## config.mk

```make
export PLATFORM = sky130hd
export DESIGN_NAME = operand_arbiter
export DESIGN_NICKNAME = d
export VERILOG_FILES = /design/src/rtl/alu_pkg.sv /design/src/rtl/mux2to1.sv /design/src/rtl/operand_arbiter.sv
export SDC_FILE = /design/constraint.sdc
export NUM_CORES = 1
export LEC_CHECK = 0
export CORE_AREA = 2 2 39 41
export CTS_BUF_LIST = sky130_fd_sc_hd__clkbuf_16
export CTS_CLUSTER_SIZE = 8
export DETAILED_ROUTE_END_ITERATION = 10
export DIE_AREA = 0 0 41 43
export GPL_TIMING_DRIVEN = 1
export PLACE_DENSITY_LB_ADDON = 0.15
export SLEW_MARGIN = 10
export SYNTH_ARGS = -nofsm -noshare
export SYNTH_HDL_FRONTEND = slang
export SYNTH_SLANG_ARGS = --single-unit
```

## constraint.sdc

```tcl
create_clock -name clk -period 1.6 [get_ports clk]
set_input_delay 0.16 -clock clk [delete_from_list [all_inputs] [get_ports clk]]
set_output_delay 0.16 -clock clk [all_outputs]
set_load 0.1 [all_outputs]
```

## src/rtl/alu_pkg.sv

```systemverilog
// Constants shared by the ALU operand path: operand width and the
// operand-register state encodings.
package alu_pkg;
  localparam int   OPERAND_WIDTH = 4;
  localparam logic ST_EMPTY      = 1'b0;
  localparam logic ST_FULL       = 1'b1;

  typedef enum logic {
    EMPTY = ST_EMPTY,
    FULL  = ST_FULL
  } arb_state_t;
endpackage

```

## src/rtl/mux2to1.sv

```systemverilog
// Generic two-input operand multiplexer; sel = 0 picks in0.
module mux2to1 #(
  parameter int WIDTH = 4
) (
  input  logic [WIDTH-1:0] in0,
  input  logic [WIDTH-1:0] in1,
  input  logic             sel,
  output logic [WIDTH-1:0] out
);
  assign out = sel ? in1 : in0;
endmodule

```

## src/rtl/operand_arbiter.sv

```systemverilog
// Round-robin arbiter sharing the ALU operand path between two requesters,
// with a one-entry valid/ready output register.
//
// state | meaning
// EMPTY | output register holds nothing; any request is granted
// FULL  | output register holds an operand; grants only when it drains
module operand_arbiter
  import alu_pkg::*;
#(
  parameter int WIDTH = OPERAND_WIDTH
) (
  input  logic             clk,
  input  logic             rst_n,
  input  logic             req0,
  input  logic [WIDTH-1:0] data0,
  input  logic             req1,
  input  logic [WIDTH-1:0] data1,
  output logic             gnt0,
  output logic             gnt1,
  output logic             sel,
  output logic             out_valid,
  output logic [WIDTH-1:0] out_data,
  output logic             out_src,
  input  logic             out_ready
);

  arb_state_t       state, state_nxt;
  logic             last;
  logic             free;
  logic             gnt_any;
  logic             win;
  logic [WIDTH-1:0] mux_out;

  assign out_valid = (state == FULL);

  mux2to1 #(.WIDTH(WIDTH)) u_mux (
    .in0 (data0),
    .in1 (data1),
    .sel (sel),
    .out (mux_out)
  );

  // win defaults to last so the mux select only moves on a grant
  always_comb begin
    state_nxt = state;
    gnt_any   = 1'b0;
    win       = last;
    free      = !out_valid || out_ready;
    if (rst_n && free && (req0 || req1)) begin
      gnt_any = 1'b1;
      if (req0 && req1) win = ~last;
      else              win = req1;
    end
    case (state)
      EMPTY:   if (gnt_any) state_nxt = FULL;
      FULL:    if (out_ready && !gnt_any) state_nxt = EMPTY;
      default: state_nxt = EMPTY;
    endcase
  end

  assign sel  = win;
  assign gnt0 = gnt_any & ~win;
  assign gnt1 = gnt_any & win;

  always_ff @(posedge clk or negedge rst_n) begin
    if (!rst_n) state <= EMPTY;
    else        state <= state_nxt;
  end

  // last resets to 1 so requester 0 wins the first tie
  always_ff @(posedge clk or negedge rst_n) begin
    if (!rst_n) begin
      last     <= 1'b1;
      out_data <= '0;
      out_src  <= 1'b0;
    end else if (gnt_any) begin
      last     <= win;
      out_data <= mux_out;
      out_src  <= win;
    end
  end

endmodule

```

==> parameters.txt, run 1 <==
Parameter                              Value

Power and ir drop
  Total power density per cell area    approximately 1500 mW/mm²
  Peak supply drop    approximately 810 µV
  Static Leak    0.4152 nW

Clock network
  Skew-Pair Late Insertion Delay    roughly 0.23 ns
  Clock transition at the registers of the reported paths    around 0.040 ns
  CTS hold repair buffers    0
  Clock tree from TritonCTS    done
  Clock buffers created by TritonCTS    3
  Max H-tree Level    1
  CTS Buffer Depth    2
  Clock Sinks    7
  Clock tree root buffer cell    clkbuf_16

Yosys
  Number of synthesized register bits    7
  Cell area after synthesis    362.8 µm²
  Count of mapped cells out of synthesis    25
  Cell type contributing the most total cell area after synthesis    dfrtp_1
  Mapped Nets    38
  Number of distinct library cell variants in the gate-level netlist after synthesis    12
  Post-synthesis average cell area    14.51 µm²
  Seq/Total Area, Yosys    approximately half
  Number of warnings issued by yosys    0
  Largest cells by area after synthesis    dfrtp_1, mux2_1, mux2_2
  Area share of the largest cell type after synthesis    between 40 and 50%

STA
  Setup violation total in the final timing report    1
  Achievable frequency    roughly 620 MHz
  Tightest hold margin    0.2671 ns
  Headroom to the max-slew limit    84.18%
  Number of pins with negative max-slew slack in the final report    0
  Final clock skew    about 0.00040 ns
  Portion of the clock cycle consumed by the worst path in the final layout    100.5%
  Clock period minus final worst setup slack    ~1.6 ns
  Fin. Hold Viols    0
  RSZ-0062 raised after global routing    yes
  Least setup slack across all paths after layout    -0.007468 ns
  Worst-margin pin slew    between 0.2 and 0.25 ns

Drt
  Overall via count from detail_route    around 330
  Ratio of routed vias to standard cells    4.256
  Detailed-route wire length    roughly 990 µm
  Count of nets left with antenna violations after detail routing    0
  Detailed-routing iteration count for the pre-antenna-repair pass    2
  Detailed-route wire length per cell    between 10 and 15 µm
  DRC violations left    0
  DRC marker count from the first detailed-route iteration    2

Floorplanning
  Core footprint    0.001384 mm²
  Floorplan row count    14
  Die extent in x    about 41 µm
  I/O Pins    22
  Full die area    0.001763 mm²
  Initial cell density of the core    a little over a quarter
  Overall die height    about 43 µm

Placed design
  Total placed cells including tap cells    68
  Placement Cell Area    757.0 µm²
  Final Wtd Congestion    0.6285
  Number of I/O port buffers    21
  HPWL after DPL    about 790 µm
  Worst setup slack after placement    -0.09561 ns

Critical path
  CP Max Fanout    3
  Critical Path Sink Type    primary output
  Kind of start point of the critical path    flip-flop
  Arrival time at the worst endpoint    about 1.5 ns
  Endpoint required time on the critical path    roughly 1.4 ns
  Critical path type    reg2out

Outcome
  Outcome    finished, violations left
  Violations in the final reports    negative setup slack

Global routing
  Antenna violations before repair    0
  Number of global-route vias before repair    ~400
  Overall overflow remaining after global route    0
  Overall track demand over capacity in global routing    between 10% and 20%
  Pin count of the biggest net entering global routing    8
  First-pass GRT wire length    approximately 1600 µm

Cells and area
  Total of fill cells in the finished design    107
  Final antenna diode count    0
  Number of nets at the end of the flow    76
  Final Instance Area    around 900 µm²
  Layout overhead on the synthesized area    147.2%
  Non-filler cells in the finished layout    about 80
  End-of-flow core utilization    approximately 65%
  Fraction of layout instances using a drive strength above 1    around 60%

Worst hold path
  Hold Crit Class    in2async

Job
  Max-cap violation count    0
cells in the final DEF, fill, tap and decap left out:
cell type,count
clkdlybuf4s50_1,10
buf_4,10
buf_12,9
mux2_1,5
dfrtp_1,5
mux2_2,4
clkbuf_16,3
mux2_4,2
dlymetal6s2s_1,2
buf_6,2
a21boi_4,1
nor2b_4,1
o21ai_2,1
nor2_4,1
nor3_4,1
and2_4,1
nand2b_1,1
inv_1,1
dfstp_2,1
dfrtp_4,1
layer usage:
metal | GRT usage, % | vias up | routed length [µm]
li1 | - | 163 | -
met1 | 14.67 | 159 | 354
met2 | 23.44 | 10 | 577
met3 | 3.141 | 0 | 53
met4 | 10.00 | 0 | 0
met5 | 0 | - | 0
critical path, cell delays in order, from the launching register on:
cell	delay, ns
dfrtp_4	0.46
nor2b_4	0.14
nor2_4	0.12
mux2_4	0.33
buf_12	0.17
cells in the mapped netlist:
cell / number
dfstp_2: 1
mux2_4: 1
nand2b_1: 1
nor2_4: 1
mux2_1: 6
nor2b_1: 1
a21boi_4: 1
and2_1: 1
mux2_2: 4
dfrtp_1: 6
o21ai_1: 1
nor3_1: 1
path summary, 6_finish.rpt:
path                                           from                 endpoint  slack, ns  cells after the start
worst max-delay path            out_valid$_DFF_PN0_                      sel     -0.007                      4
worst min-delay path                          rst_n  out_data[3]$_DFFE_PN0P_       0.27                      2
worst max register to register     last$_DFFE_PN1P_  out_data[1]$_DFFE_PN0P_       0.15                      4
worst min register to register  out_src$_DFFE_PN0P_      out_src$_DFFE_PN0P_       0.55                      1
max in group asynchronous                     rst_n         last$_DFFE_PN1P_       1.13                      2
min in group clk                               req1      out_valid$_DFF_PN0_       0.41                      4
flip-flops by register name, indices dropped and copies added, names as in the netlist:
register and cells:
last 1, out_data 4, out_src 1, out_valid 1
timing repair:
action                                  CTS  global route
pin swaps                                 2             1
endpoints found under the setup margin    3             3
setup buffers                             6             0
resized for setup                         1             4
where the power goes:
| part | internal [mW] | switching, mW | leakage [nW] |
|---|---|---|---|
| Sequential | 0.221 | 0.0372 | 0.0801 |
| Clock | 0.325 | 0.0924 | 0.0423 |
| Combinational | 0.276 | 0.383 | 0.293 |
through the flow:
stage               power (mW)  setup TNS, ns
global placement        0.8862        -0.2443
detailed placement      0.8952        -0.4009
CTS                      1.356       -0.03917
floorplan               0.6308       -0.09832
global route             1.384       -0.03611
finish                   1.334      -0.007468
cell type report:
type | count | area [µm²] | area share (%)
timing repair buffer | 33 | 402.9 | 44.91
multi-input combinational | 18 | 215.2 | 23.99
sequential | 7 | 180.2 | 20.08
clock buffer | 3 | 75.07 | 8.368
tap | 16 | 20.02 | 2.232
clock inverter | 1 | 3.754 | 0.4184
logic make-up (layout without fill, tap and decap cells):
family / after synthesis / count (layout) / share of synthesized area [%]
muxes: 11 / 11 / 35.17
AOI/OAI and AO/OA: 2 / 2 / 6.551
DFF: 7 / 7 / 48.62
and+or+nand+nor: 5 / 5 / 9.657
buffers and inverters: 0 / 37 / 0
(Power assumes the default switching activity.)
==> run 2: changes to the inputs <==
Settings changed: SLEW_MARGIN 10 to 20.
==> results of run 2 <==
The final DEF is identical to that of run 1; final timing and power are the same.
